File: src/rtl/fb_pkg.sv
// Shared framebuffer geometry, entry layout and the linear-address helper.
// Used by framebuffer_pixel_sink (optional build macro: PIXEL_SINK_CLIP_COUNT_EN).
package fb_pkg;

    localparam int SCREEN_W  = 320;
    localparam int SCREEN_H  = 240;
    localparam int FB_ADDR_W = 17;
    localparam int COLOR_W   = 3;
    localparam int X_W       = 9;
    localparam int Y_W       = 8;

    typedef struct packed {
        logic [FB_ADDR_W-1:0] addr;
        logic [COLOR_W-1:0]   color;
    } fb_entry_t;

    // Row stride is 320 = 256 + 64, so the multiply reduces to two shifts and an add.
    function automatic logic [FB_ADDR_W-1:0] fb_addr(input logic [X_W-1:0] x,
                                                     input logic [Y_W-1:0] y);
        logic [FB_ADDR_W-1:0] xw;
        logic [FB_ADDR_W-1:0] yw;
        xw = FB_ADDR_W'(x);
        yw = FB_ADDR_W'(y);
        return (yw << 8) + (yw << 6) + xw;
    endfunction

endpackage

File: src/rtl/pixel_fifo.sv
// Synchronous show-ahead FIFO; a push into a full FIFO is accepted only when a pop
// happens in the same cycle.
module pixel_fifo #(
    parameter int WIDTH = 20,
    parameter int DEPTH = 8
) (
    input  logic                     clock,
    input  logic                     resetn,
    input  logic                     push,
    input  logic                     pop,
    input  logic [WIDTH-1:0]         din,
    output logic [WIDTH-1:0]         dout,
    output logic                     full,
    output logic                     empty,
    output logic [$clog2(DEPTH):0]   count
);

    localparam int PW = $clog2(DEPTH);

    logic [WIDTH-1:0] mem [DEPTH];
    logic [PW-1:0]    wr_ptr;
    logic [PW-1:0]    rd_ptr;
    logic             do_push;
    logic             do_pop;

    assign do_pop  = pop && !empty;
    assign do_push = push && (!full || do_pop);

    always_ff @(posedge clock) begin
        if (!resetn) begin
            wr_ptr <= '0;
            rd_ptr <= '0;
            count  <= '0;
        end else begin
            if (do_push) wr_ptr <= wr_ptr + 1'b1;
            if (do_pop)  rd_ptr <= rd_ptr + 1'b1;
            case ({do_push, do_pop})
                2'b10:   count <= count + 1'b1;
                2'b01:   count <= count - 1'b1;
                default: count <= count;
            endcase
        end
    end

    // Storage needs no reset: empty gating downstream hides stale contents.
    always_ff @(posedge clock) begin
        if (do_push) mem[wr_ptr] <= din;
    end

    assign dout  = mem[rd_ptr];
    assign full  = (count == (PW+1)'(DEPTH));
    assign empty = (count == '0);

endmodule

File: src/rtl/framebuffer_pixel_sink.sv
// Clips drawer pixel writes, converts them to framebuffer addresses and queues them
// for a granted memory port. PIXEL_SINK_CLIP_COUNT_EN adds a saturating clip counter.
module framebuffer_pixel_sink #(
    parameter int DEPTH    = 8,
    parameter int SCREEN_W = fb_pkg::SCREEN_W,
    parameter int SCREEN_H = fb_pkg::SCREEN_H,
    parameter int ADDR_W   = fb_pkg::FB_ADDR_W
) (
    input  logic              clock,
    input  logic              resetn,
    input  logic              plot,
    input  logic [8:0]        xCoordinate,
    input  logic [7:0]        yCoordinate,
    input  logic [2:0]        colorToDraw,
    input  logic              mem_grant,
    input  logic              clear_overflow,
    output logic              mem_we,
    output logic [ADDR_W-1:0] mem_addr,
    output logic [2:0]        mem_data,
    output logic              fifo_full,
    output logic              almost_full,
    output logic              fifo_empty,
    output logic              overflow,
`ifdef PIXEL_SINK_CLIP_COUNT_EN
    output logic [15:0]       clip_count,
`endif
    output logic              busy
);

    import fb_pkg::*;

    localparam int          CW     = $clog2(DEPTH) + 1;
    localparam logic [8:0]  X_LIM  = 9'(SCREEN_W);
    localparam logic [7:0]  Y_LIM  = 8'(SCREEN_H);
    localparam logic [CW-1:0] AF_LVL = CW'(DEPTH - 2);

    logic          in_bounds;
    logic          s1_valid;
    fb_entry_t     s1_entry;
    fb_entry_t     head;
    logic          pop;
    logic [CW-1:0] count;

    assign in_bounds = (xCoordinate < X_LIM) && (yCoordinate < Y_LIM);

    always_ff @(posedge clock) begin
        if (!resetn) begin
            s1_valid <= 1'b0;
            s1_entry <= '0;
        end else begin
            s1_valid <= plot && in_bounds;
            if (plot && in_bounds) begin
                s1_entry.addr  <= fb_addr(xCoordinate, yCoordinate);
                s1_entry.color <= colorToDraw;
            end
        end
    end

    pixel_fifo #(
        .WIDTH($bits(fb_entry_t)),
        .DEPTH(DEPTH)
    ) u_fifo (
        .clock (clock),
        .resetn(resetn),
        .push  (s1_valid),
        .pop   (pop),
        .din   (s1_entry),
        .dout  (head),
        .full  (fifo_full),
        .empty (fifo_empty),
        .count (count)
    );

    assign mem_we      = !fifo_empty;
    assign pop         = mem_we && mem_grant;
    assign mem_addr    = fifo_empty ? '0 : ADDR_W'(head.addr);
    assign mem_data    = fifo_empty ? '0 : head.color;
    assign almost_full = (count >= AF_LVL);
    assign busy        = s1_valid || !fifo_empty;

    // A drop in the same cycle as a clear leaves the flag set.
    always_ff @(posedge clock) begin
        if (!resetn)                               overflow <= 1'b0;
        else if (s1_valid && fifo_full && !pop)    overflow <= 1'b1;
        else if (clear_overflow)                   overflow <= 1'b0;
    end

`ifdef PIXEL_SINK_CLIP_COUNT_EN
    always_ff @(posedge clock) begin
        if (!resetn)                                       clip_count <= '0;
        else if (clear_overflow)                           clip_count <= '0;
        else if (plot && !in_bounds && clip_count != 16'hFFFF) clip_count <= clip_count + 16'd1;
    end
`endif

endmodule

File: config.mk
export PLATFORM = sky130hd
export DESIGN_NAME = framebuffer_pixel_sink
export DESIGN_NICKNAME = d
export VERILOG_FILES = /design/src/rtl/fb_pkg.sv /design/src/rtl/pixel_fifo.sv /design/src/rtl/framebuffer_pixel_sink.sv
export SDC_FILE = /design/constraint.sdc
export NUM_CORES = 1
export LEC_CHECK = 0
export CAP_MARGIN = 10
export CORE_ASPECT_RATIO = 2
export CORE_UTILIZATION = 55
export CTS_CLUSTER_DIAMETER = 120
export DETAILED_ROUTE_END_ITERATION = 16
export PLACE_DENSITY = 0.71
export SLEW_MARGIN = 40
export SYNTH_ARGS = -nofsm -noshare
export SYNTH_HDL_FRONTEND = slang
export SYNTH_SLANG_ARGS = --single-unit
File: constraint.sdc
create_clock -name clock -period 5.5 [get_ports clock]
set_input_delay 1.1 -clock clock [delete_from_list [all_inputs] [get_ports clock]]
set_output_delay 1.1 -clock clock [all_outputs]
set_load 0.05 [all_outputs]
; After elaboration in Yosys (flattened, before gate mapping)
; Memories as Yosys holds them, arrays and structs flattened. A register that Yosys moved wholly into a read port is not among the register bits.
; Cells that the tools add are included.
[word_totals]
elab_cells = 44
ramBits = 160
n_memories = 1
regBits = 32
output_inout_bits = 26
input_bits = 25
[op_classes]
order_cmp = 3
muxes = 9
eq_ne = 3
reduce_logical = 15
n_addsub = 6
[mem_list]
columns = memory, depth, width, rd, rd_ports_with_merged_regs, write_ports, line_no
row1 = u_fifo.mem, 8, 20, 1, 1, 1, pixel_fifo.sv:20  ; logic [WIDTH-1:0] mem [DEPTH];
[op_table]
columns = cell, n
row1 = 16-bit by 14-bit adder with 17-bit output, 1
row2 = 17-bit by 9-bit adder with 17-bit output, 1
row3 = 17-bit two-way mux, 1
row4 = 9-bit < comparator (second input constant), 1
row5 = 3-bit two-way mux, 3
row6 = 8-bit < comparator (second input constant), 1
row7 = 4-bit one-hot mux with 2 select lines, 1
row8 = 1-bit logical AND, 7
row9 = 3-bit by 1-bit adder with 3-bit output (second input constant), 2
row10 = 4-bit by 1-bit adder with 4-bit output (second input constant), 1
row11 = 4-bit equality test (second input constant), 1
row12 = 4-bit by 3-bit >= comparator with 1-bit output (second input constant), 1
row13 = 4-bit zero test, 1
row14 = 1-bit two-way mux, 4
row15 = 2-bit nonzero test, 2
row16 = 4-bit by 1-bit subtractor with 4-bit output (second input constant), 1
row17 = 1-bit zero test, 3
row18 = 2-bit by 1-bit equality test with 1-bit output (second input constant), 1
row19 = 2-bit equality test (second input constant), 1
row20 = 1-bit logical OR, 2

; Longest topological paths before layout
[depth]
ltp_word = 8
mapped_depth = 9
mapped_depth_nobuf = 9

; By module
; Synthesis repeated with hierarchy kept, for this count alone.
[unflattened]
hier_cells = 493
area_unflattened_um2 = 8166.6
[modules_own_cells]
columns = mod, n_inst, cells_each, area_each_um2, seq_area_each_um2
row1 = pixel_fifo, 1, 319, 6761.5, 5064.9
row2 = framebuffer_pixel_sink, 1, 174, 1405.1, 440.4

; Worst setup path after synthesis
; Ideal clock, no wire load.
[synth_path]
path_kind = input to register
from = input port mem_grant
to = memory u_fifo.mem[0][0] (enable)
t_required_ps = 5078
setup_slack_ps = 2071
n_path_buf = 0
arrival_time_ps = 3007
setup_ps = 422
path_stages = 4
cell_sequence = inv_1 a31oi_1 nand2b_1 nor3_1
[synth_between]
elab_chain_cells = 6
[synth_rtl]
columns = element, line_no
row1 = from (decl), framebuffer_pixel_sink.sv:15  ; input logic mem_grant,
row2 = 1-bit logical AND, framebuffer_pixel_sink.sv:75  ; assign pop = mem_we && mem_grant;
row3 = 1-bit logical AND, pixel_fifo.sv:26  ; assign do_pop = pop && !empty;
row4 = 1-bit logical OR, pixel_fifo.sv:27  ; assign do_push = push && (!full || do_pop);
row5 = 1-bit logical AND, pixel_fifo.sv:27
row6 = 1-bit two-way mux, pixel_fifo.sv:47  ; if (do_push) mem[wr_ptr] <= din;
row7 = 1-bit two-way mux (implied by the code), pixel_fifo.sv:47
row8 = to (decl), pixel_fifo.sv:20
; No other way between the ends.

==> metrics.md <==
| Metric | Value |
|---|---|
| Area of the multi-input gates | 0.00236 mm^2 |
| Skew final | 5.98 ps |
| Later-pin clock latency in the skew report | 420 ps |
| Worst-Margin Slew | 781 ps |
| Final hold violations | 0 |
| Yosys Warn Count | 0 |
| Antenna cells | 0 |
| Grt ovf | 0 |
| Run status | finished, violations left |
| Largest fanout on the critical path | 20 |
| I/O Pins | 51 |
| Part of the cycle the worst path needs | 0.762 |
| Global-route wire length before repair | 24,200 um |
| Unrepaired setup endpoints after global routing | no |
| Worst endpoint required time | 4400 ps |
| CTS sink cnt | 195 |
| Synthesized cell area | 0.00801 mm^2 |
| Area growth syn-to-layout | 16.9% |
| Max Slew Vio Count | 0 |
| Gp weighted congestion | 0.805 |
| Post-CTS Setup Repair Bufs | 0 |
| Sequential share of the synthesized area | 0.687 |
| CP startpoint kind | flip-flop |
| Sequential cell area | 0.00551 mm^2 |
| Layout cells sized above 1 | 0.175 |
| Yosys cell types | 39 |
| Max incr delay on CP | 790 ps |
| Vias in the first global route | 4,516 |
| Post-CTS sizing | 0 |
| Final Critical Period | 4190 ps |
| CTS tree | yes |
| Fillers | 1,031 |
| CP max-delay cell | dfxtp_2 |
| Post-synth net total | 534 |
| Drt pass-1 iters | 11 |
| Slew HR | 0.479 |
| Number of synthesized register bits | 195 |
| Clock buffer depth | 2 |
| Total vias in the final route | 4,374 |
| Die height | 173 um |
| Critical path, cell by cell | buf_4, mux4_2, mux2i_1, nor2_1, clkdlybuf4s50_1 |
| Lkg Pwr | 3.15 nW |
| Peak Freq | 0.239 GHz |
| Crit Path Category | flip-flop to primary output |
| Clock transition at the registers of the reported paths | 70 ps |
| CP Capture Type | primary output |
| Post-placement cell count | 719 |
| Die Wd | 87.3 um |
| Syn Area/Cell | 16.4 um^2 |
| Starting Density | 0.561 |
| DRC viols | 1 |
| MaxCap Viol Count | 0 |
| Initial antenna violation count | 0 |
| Hpwl dp | 9860 um |
| Core area | 0.0143 mm^2 |
| Max H-tree Level | 4 |
| FP Rows | 62 |
| GRT Total Usage | 0.226 |
| Mapped Cells | 487 |
| Final WS setup | 1310 ps |
| Cts hold-fix bufs | 0 |
| Pwr/cell area | 467 mW/mm^2 |
| Setup_tns | 0 ps |
| Die outline area | 0.0151 mm^2 |
| Routed wire length | 15,700 um |
| HP Class | flip-flop to flip-flop |
| Largest net degree at the start of global routing | 30 |
| Starting DRT DRC Count | 289 |
| Dpl ws | 1670 ps |
| Final setup viols | 0 |
| Violated checks | DRC |
| Number of port buffers | 50 |
| Post-DRT Antenna Nets | 0 |
| Avg Vias per Cell | 5.82 |
| Routed length per instance | 20.9 um |
| Max rail drop VDD | 527 uV |
| Non-filler cells, final | 751 |
| Num CTS Buffers | 17 |
| Final nets | 593 |
| Clock Root Buffer | clkbuf_16 |
| CP Data Arrival Time | 3090 ps |
cells by family after synthesis:
kind of cell	Yosys count	synth area share
muxes	63	0.141
AOI/OAI and AO/OA	52	0.0437
and+or+nand+nor	107	0.0597
adders and majority gates	22	0.0372
xor gates and xnor gates	9	0.00984
buffers and inverters	39	0.0209
DFF	195	0.687
placed cells by master (no fill, tap or decap), types with 3 or more instances in the layout:
cell type        instances
a211oi_1                 5
a21o_1                   5
a21oi_1                 18
and3_1                   4
buf_4                   13
bufinv_16                3
clkbuf_16               17
clkdlybuf4s50_1         50
clkinv_1                 4
dfxtp_1                 32
dfxtp_2                  3
edfxtp_1               160
fa_1                     3
ha_1                    19
inv_1                   14
mux2i_1                 23
mux4_2                  40
nand2_1                 30
nand2b_1                 9
nand3_1                  7
nor2_1                  39
nor2_2                   7
o211ai_1                 3
o21ai_0                 10
xnor2_1                  3
xor2_1                   6
synthesized netlist by cell type (all sizes together):
master,instances,area share
a311o,1,0.0012
a21o,5,0.0047
a2111o,1,0.0014
nor4,2,0.0016
fa,3,0.0075
nand2b,9,0.0070
nand4,1,0.00078
edfxtp,160,0.60
dfxtp,35,0.087
a31oi,2,0.0016
ha,19,0.030
and3,5,0.0039
a211o,1,0.0011
o211ai,3,0.0028
a21oi,18,0.011
o21ai,11,0.0069
inv,16,0.0075
nand2,30,0.014
nor3,5,0.0045
and2,2,0.0016
xnor2,3,0.0033
o21a,1,0.00094
nor2,46,0.022
xor2,6,0.0066
mux4,40,0.11
nand3,7,0.0044
o2111ai,1,0.0011
buf,11,0.0078
mux2i,23,0.029
a211oi,6,0.0062
a2111oi,1,0.0011
o41ai,1,0.0034
clkbuf,12,0.0056
final timing paths:
path | from | end | slack [ps] | cells past startpoint
max | flip-flop | mem_addr[8] | 1310 | 5
max reg2reg | u_fifo.count[0] | u_fifo.mem[2][10] | 3080 | 5
min reg2reg | overflow | overflow | 480 | 2
min | overflow | overflow | 480 | 2
sequential cells by signal (all words and copies together) (netlist names), named ones only:
signal,cells
s1_entry,20
overflow,1
u_fifo.mem,160
u_fifo.wr_ptr,3
u_fifo.count,4
s1_valid,1
u_fifo.rd_ptr,3
through the flow:
stage | power (mW) | instance area [um^2] | hold WS [ps] | utilization
6_report | 4.37 | 9360 | 478 | 0.656
5_1_grt | 4.53 | 9360 | 499 | 0.656
4_1_cts | 4.41 | 9360 | 482 | 0.656
3_5_place_dp | 3.19 | 8770 | 473 | 0.614
3_3_place_gp | 3.17 | 8770 | 463 | 0.614
2_1_floorplan | 2.77 | 8010 | 476 | -
metal layers:
metal	GRT usage	part of all wire	up-vias
met1	0.254	0.37	2244
met5	0	0	-
met2	0.410	0.57	118
li1	-	-	1992
met4	0.0984	0.020	0
met3	0.0377	0.034	20
power by group:
part | switching, mW | internal [mW] | leakage [nW] | total [mW]
Sequential | 0.109 | 1.65 | 1.75 | 1.76
Clock | 0.518 | 0.712 | 0.281 | 1.23
Combinational | 0.843 | 0.542 | 1.11 | 1.39
Total | 1.47 | 2.90 | 3.15 | 4.37
worst max-delay path, delay by kind of cell, from the launching register on:
kind          cells  cell delay, ps
buf+inv           2            1110
flops             1             790
mux               2             680
simple gates      1              80
layout make-up:
cell class,count,share of cell area
tap,192,0.0257
clock buffer,18,0.0459
clock inverter,14,0.0171
timing repair buffer,63,0.0639
multi-input combinational,253,0.252
inverter,16,0.00642
sequential,195,0.589
Power figures use the tool's default switching activity.
==> variant 1 (same settings) <==
Add a define of `PIXEL_SINK_CLIP_COUNT_EN`.
--- a/src/rtl/framebuffer_pixel_sink.sv
+++ b/src/rtl/framebuffer_pixel_sink.sv
@@ -1,5 +1,7 @@
 // Clips drawer pixel writes, converts them to framebuffer addresses and queues them
 // for a granted memory port. PIXEL_SINK_CLIP_COUNT_EN adds a saturating clip counter.
+`define PIXEL_SINK_CLIP_COUNT_EN
+
 module framebuffer_pixel_sink #(
     parameter int DEPTH    = 8,
     parameter int SCREEN_W = fb_pkg::SCREEN_W,
Check against the original RTL (old outputs only; new: clip_count): equivalent (Yosys induction, for registers that start in step).
==> variant 1 against the original RTL <==
The flow now finishes without violations; fmax increased by 4.4%; setup slack improved by 180 ps; sequential power increased by 4%; synthesized cell count increased by 17%; area after synthesis increased by 9.6%; power decreased by 1.8%; utilization about the same; cell area increased by 10%; die area increased by 9.4%; routed wire length increased by 11%; highest routed layer unchanged; sequential cell count increased by 16; clock skew increased by 8.3 ps.
==> variant 1: results (changes against the original RTL) <==
[synthesis]
ys_warn_count=0  ; unchanged
yosysSeqAreaShare=0.664  ; -0.0237
synth_fp_nets=617  ; +16%
synth_area_leaders=edfxtp_1 55%, dfxtp_1 12%, mux4_2 10%, ha_1 3.0%, mux2i_1 2.7%
synth_fa_ha_area_frac=0.0345  ; -0.00268
synth.area.mux_share=0.130  ; -0.0112
synth-compound-area-share=0.0416  ; -0.00212
ys_types=59  ; +51%
ys.flop_type=edfxtp_1
synthXorXnorAreaFrac=0.0190  ; +0.00912
avgSynthCellArea_um2=15.4  ; -6.2%
synth_common_cells=160 x edfxtp_1, 54 x nor2_1, 51 x dfxtp_1

[status]
outcome=finished, final reports clean

[power_and_ir_drop]
power_leakage_nw=3.43  ; +9.1%
internal_power_mw=2.96  ; +1.8%
peakVddDrop_v=0.000300  ; -43%

[worst_setup_path]
critPathMaxFanout=12  ; -40%
r2r_end=u_fifo.count[2]$_SDFFE_PN0P_
r2r_start=u_fifo.count[1]$_SDFFE_PN0P_
crit_path_top_delay_cell=clkdlybuf4s50_1
max_stage_delay_ps=710  ; -80 ps
worstPathArrival_ps=2910  ; -180 ps
crit_end=mem_addr[12]
r2r_cells=10  ; +5
rrSetupSlack_ps=2840  ; -240 ps

[grt]
grt_pass1_wl_mm=27.5  ; +13%
grt_pass1_vias=5316  ; +18%
antenna_found_initial=0  ; unchanged
track_usage=0.220  ; -0.00640
grt_overflow_total=0  ; unchanged
grt_max_degree=41  ; +37%

[clock_tree]
cts_buffers=18  ; +1
cts_setup_buffers=0  ; unchanged
cts_htree_levels=1  ; -3
clockRootBuffer=clkbuf_16
cts_buffer_depth=3  ; +1
clock_latency_ps=480  ; +60 ps
ctsHoldBuffers=0  ; unchanged

[sta]
slew_violations=0  ; unchanged
finalCritPeriodShare=0.730  ; -0.0321
relSlewSlack=0.453  ; -0.0263
finClkSkew_ps=14.2  ; +8.25 ps

[placement]
place_hpwl_mm=11.0  ; +11%
dpl_worst_slack_ps=1560  ; -112 ps
placed_cells=822  ; +14%
port_buffers=66  ; +32%
gp_congestion=0.725  ; -10%

[detailed_routing]
routedWlPerCell_um=20.4  ; -2.4%
firstDrtPassIters=4  ; -7
drt-vias-per-instance=5.85  ; +0.50%
drt_iter0_drc=309  ; +6.9%
routed_wl_mm=17.5  ; +11%

[layout]
nNetsFinal=689  ; +16%
drive_above_1_share=0.158  ; -0.0176
diodes=0  ; unchanged
fill_cells=1098  ; +6.5%
reg.largest.list=u_fifo.mem x160, s1_entry x20, clip_count x16

## variant 1: per-stage QoR
stage	area, um2	util
after floorplan	8780	-
after global placement	9670	0.616
after detailed placement	9700	0.618
after CTS	10300	0.656
after global routing	10300	0.656
final	10300	0.656
## variant 1: cells by family after synthesis
kind of cell | after synthesis
DFF | 211
and+or+nand+nor | 154
muxes | 64
AOI/OAI and AO/OA | 58
buffers and inverters | 40
adders and majority gates | 23
xor gates and xnor gates | 19
## variant 1: worst min path at each step
stage	start	end	slack, ps	depth (start not counted)
global placement	u_fifo.wr_ptr[0]$_SDFFE_PN0P_	u_fifo.wr_ptr[0]$_SDFFE_PN0P_	470	2
CTS	u_fifo.wr_ptr[0]$_SDFFE_PN0P_	u_fifo.wr_ptr[0]$_SDFFE_PN0P_	510	2
global route	s1_entry[6]$_SDFFE_PN0P_	u_fifo.mem[2][6]$_DFFE_PP_	560	0
floorplan	u_fifo.wr_ptr[0]$_SDFFE_PN0P_	u_fifo.wr_ptr[0]$_SDFFE_PN0P_	460	2
detailed placement	u_fifo.wr_ptr[0]$_SDFFE_PN0P_	u_fifo.wr_ptr[0]$_SDFFE_PN0P_	500	2
finish	u_fifo.wr_ptr[0]$_SDFFE_PN0P_	u_fifo.wr_ptr[0]$_SDFFE_PN0P_	510	2
## variant 1: power groups by stage
stage          clock [mW]  combinational, mW  sequential [mW]
2_1_floorplan           0              0.914             1.82
3_3_place_gp            0               1.17             1.88
3_5_place_dp            0               1.23             1.87
4_1_cts              1.26               1.23             1.83
5_1_grt              1.33               1.29             1.84
6_report             1.25               1.22             1.83
## variant 1: layout make-up
type | count | share of cell area
sequential | 211 | 0.566
multi-input combinational | 318 | 0.271
timing repair buffer | 78 | 0.0761
clock buffer | 24 | 0.0520
tap | 201 | 0.0244
clock inverter | 8 | 0.00595
inverter | 14 | 0.00510
## variant 1: layer usage
metal  vias to the layer above  track usage  part of all wire
li1                       2302            -                 -
met1                      2533        0.250              0.38
met2                       136        0.416              0.55
met3                        28       0.0262             0.039
met4                         0       0.0787             0.024
met5                         -            0                 0
## variant 1: worst max-delay path, delay by kind of cell (launching register included)
family                 cells  cell delay [ps]
and+or+nand+nor            1               70
muxes                      2              790
DFF                        1              640
buffers and inverters      2              930
==> variant 2 (same settings) <==
Without the edit above. Put one more register stage on the output `overflow`, without a reset. The value now appears one clock later. The other outputs are not delayed to match.
--- a/src/rtl/framebuffer_pixel_sink.sv
+++ b/src/rtl/framebuffer_pixel_sink.sv
@@ -33,6 +33,8 @@
     localparam logic [8:0]  X_LIM  = 9'(SCREEN_W);
     localparam logic [7:0]  Y_LIM  = 8'(SCREEN_H);
     localparam logic [CW-1:0] AF_LVL = CW'(DEPTH - 2);
+
+    logic overflow_s0;
 
     logic          in_bounds;
     logic          s1_valid;
@@ -80,9 +82,9 @@
 
     // A drop in the same cycle as a clear leaves the flag set.
     always_ff @(posedge clock) begin
-        if (!resetn)                               overflow <= 1'b0;
-        else if (s1_valid && fifo_full && !pop)    overflow <= 1'b1;
-        else if (clear_overflow)                   overflow <= 1'b0;
+        if (!resetn)                               overflow_s0 <= 1'b0;
+        else if (s1_valid && fifo_full && !pop)    overflow_s0 <= 1'b1;
+        else if (clear_overflow)                   overflow_s0 <= 1'b0;
     end
 
 `ifdef PIXEL_SINK_CLIP_COUNT_EN
@@ -93,5 +95,9 @@
     end
 `endif
 
+    always_ff @(posedge clock) begin
+        overflow <= overflow_s0;
+    end
+
 endmodule
 
Function: same outputs for any inputs over 4 cycles, from zero or initial values and one cycle with resetn low; that may be too few to reach the edited logic, so the function may still have changed.
==> variant 2 against the original RTL <==
Sequential cell count increased by 1; setup slack improved by 220 ps; count of clock-buffer cells in the layout decreased by 1; cell area increased by 0.16%; critical path type unchanged; area after synthesis increased by 0.25%; power decreased by 0.52%; die area increased by 0.25%; routed wire length increased by 2.4%.
==> variant 2: results (changes against the original RTL) <==
[synthesis]
ys_types=39  ; unchanged
ys.flop_type=edfxtp_1
async_reset_ff_frac=0  ; unchanged
synth_fp_nets=535  ; +0.19%
synthCells=488  ; +0.21%
synth_area_leaders=edfxtp_1 60%, mux4_2 11%, dfxtp_1 9.0%, ha_1 3.0%, mux2i_1 2.9%
yosysSeqAreaShare=0.688  ; +0.000779
synth_common_cells=160 x edfxtp_1, 45 x nor2_1, 40 x mux4_2

[sta]
relSlewSlack=0.462  ; -0.0170
hold_viol=0  ; unchanged
finClkSkew_ps=9.60  ; +3.62 ps

[placement]
placed_cells=720  ; +0.14%
place_hpwl_mm=9.94  ; +0.79%
gp_congestion=0.800  ; -0.67%
place_area_mm2=0.00879  ; +0.23%

[grt]
met3_usage=0.0420  ; +0.00430
grt_pass1_wl_mm=25.4  ; +4.8%
use_met1=0.268  ; +0.0138
grt_overflow_total=0  ; unchanged
use_met2=0.428  ; +0.0186
grt_max_degree=25  ; -17%
track_usage=0.236  ; +0.0102
grt_pass1_vias=4692  ; +3.9%

[layout]
nNetsFinal=594  ; +0.17%
diodes=0  ; unchanged
drive_above_1_share=0.180  ; +0.00504
layoutNonFillerInstCount=752  ; +0.13%
finish.instance_area_mm2=0.00937  ; +0.16%
fill_cells=1032  ; +0.097%

[clock_tree]
cts_buffers=17  ; unchanged
clock_latency_ps=430
cts_setup_buffers=0  ; unchanged
post_cts_resized=0  ; unchanged
cts_buffer_depth=2  ; unchanged

[worst_setup_path]
max_stage_delay_ps=730  ; -60 ps
critPathMaxFanout=24  ; +20%
crit_path_top_delay_cell=clkdlybuf4s50_1
worstPathArrival_ps=2870  ; -220 ps

[hold_path]
hp-class=reg2reg

[detailed_routing]
drt_iter0_drc=276  ; -4.5%
drt-vias-per-instance=5.77  ; -1.0%
routedWlPerCell_um=21.4  ; +2.2%
firstDrtPassIters=5  ; -6

[power_and_ir_drop]
peakVddDrop_v=0.000538  ; +1.9%
switching_share=0.355  ; +0.0190
power_leakage_nw=3.16  ; +0.45%

[status]
outcome=finished, final reports clean

[variant 2: cell count changes in the layout (fill, tap and decap cells not counted), sizes merged]
cell / before / now
inv: 18 / 24
bufinv: 3 / 0
clkinvlp: 2 / 0
clkbuf: 18 / 17
dfxtp: 35 / 36
[variant 2: worst reg2reg max path, stage by stage (launching register included)]
cell and delay, ps:
dfxtp_1 520, nor3_4 120, a31oi_1 380, nand2_1 250, nor3_2 580, buf_4 350
[variant 2: per-layer routing]
| layer | vias up | wire, um |
|---|---|---|
| li1 | 1999 | - |
| met1 | 2200 | 5970 |
| met2 | 108 | 9170 |
| met3 | 29 | 507 |
| met4 | 0 | 461 |
| met5 | - | 0 |
[variant 2: power by group through the flow]
stage / logic (mW) / registers (mW) / clock network [mW]
finish: 1.42 / 1.74 / 1.20
detailed placement: 1.43 / 1.77 / 0
global route: 1.50 / 1.75 / 1.27
floorplan: 1.05 / 1.73 / 0
global placement: 1.41 / 1.77 / 0
CTS: 1.44 / 1.74 / 1.21
[variant 2: cell families (layout without fill, tap and decap cells)]
logic type                 Yosys count  in the layout  share of synthesized area
adders and majority gates           22             22                     0.0371
muxes                               63             63                      0.141
buffers and inverters               39            111                     0.0209
and+or+nand+nor                    107            107                     0.0595
DFF                                196            196                      0.688
AOI/OAI and AO/OA                   52             52                     0.0436
xor gates and xnor gates             9              9                    0.00982
[variant 2: path summary, 6_finish.rpt]
check                                                   end  slack [ps]                         start  cells past startpoint
worst min-delay path                       overflow$_DFF_P_         360      overflow_s0$_SDFFE_PN0P_                      0
worst max-delay path                            mem_addr[9]        1530                     flip-flop                      5
worst min register to register             overflow$_DFF_P_         360      overflow_s0$_SDFFE_PN0P_                      0
worst max register to register  u_fifo.mem[1][15]$_DFFE_PP_        2970  u_fifo.count[0]$_SDFFE_PN0P_                      5
[variant 2: per-stage QoR]
step                      hold slack (ps)  setup slack [ps]
after global placement                337              1680
after global routing                  359              1360
after detailed placement              356              1620
after CTS                             360              1140
after floorplan                       332              2070
final                                 356              1530
[variant 2: area by class of cell]
cell class,instances,area share
inverter,16,0.00641
timing repair buffer,63,0.0638
multi-input combinational,253,0.252
tap,192,0.0256
sequential,196,0.590
clock inverter,15,0.0170
clock buffer,17,0.0454
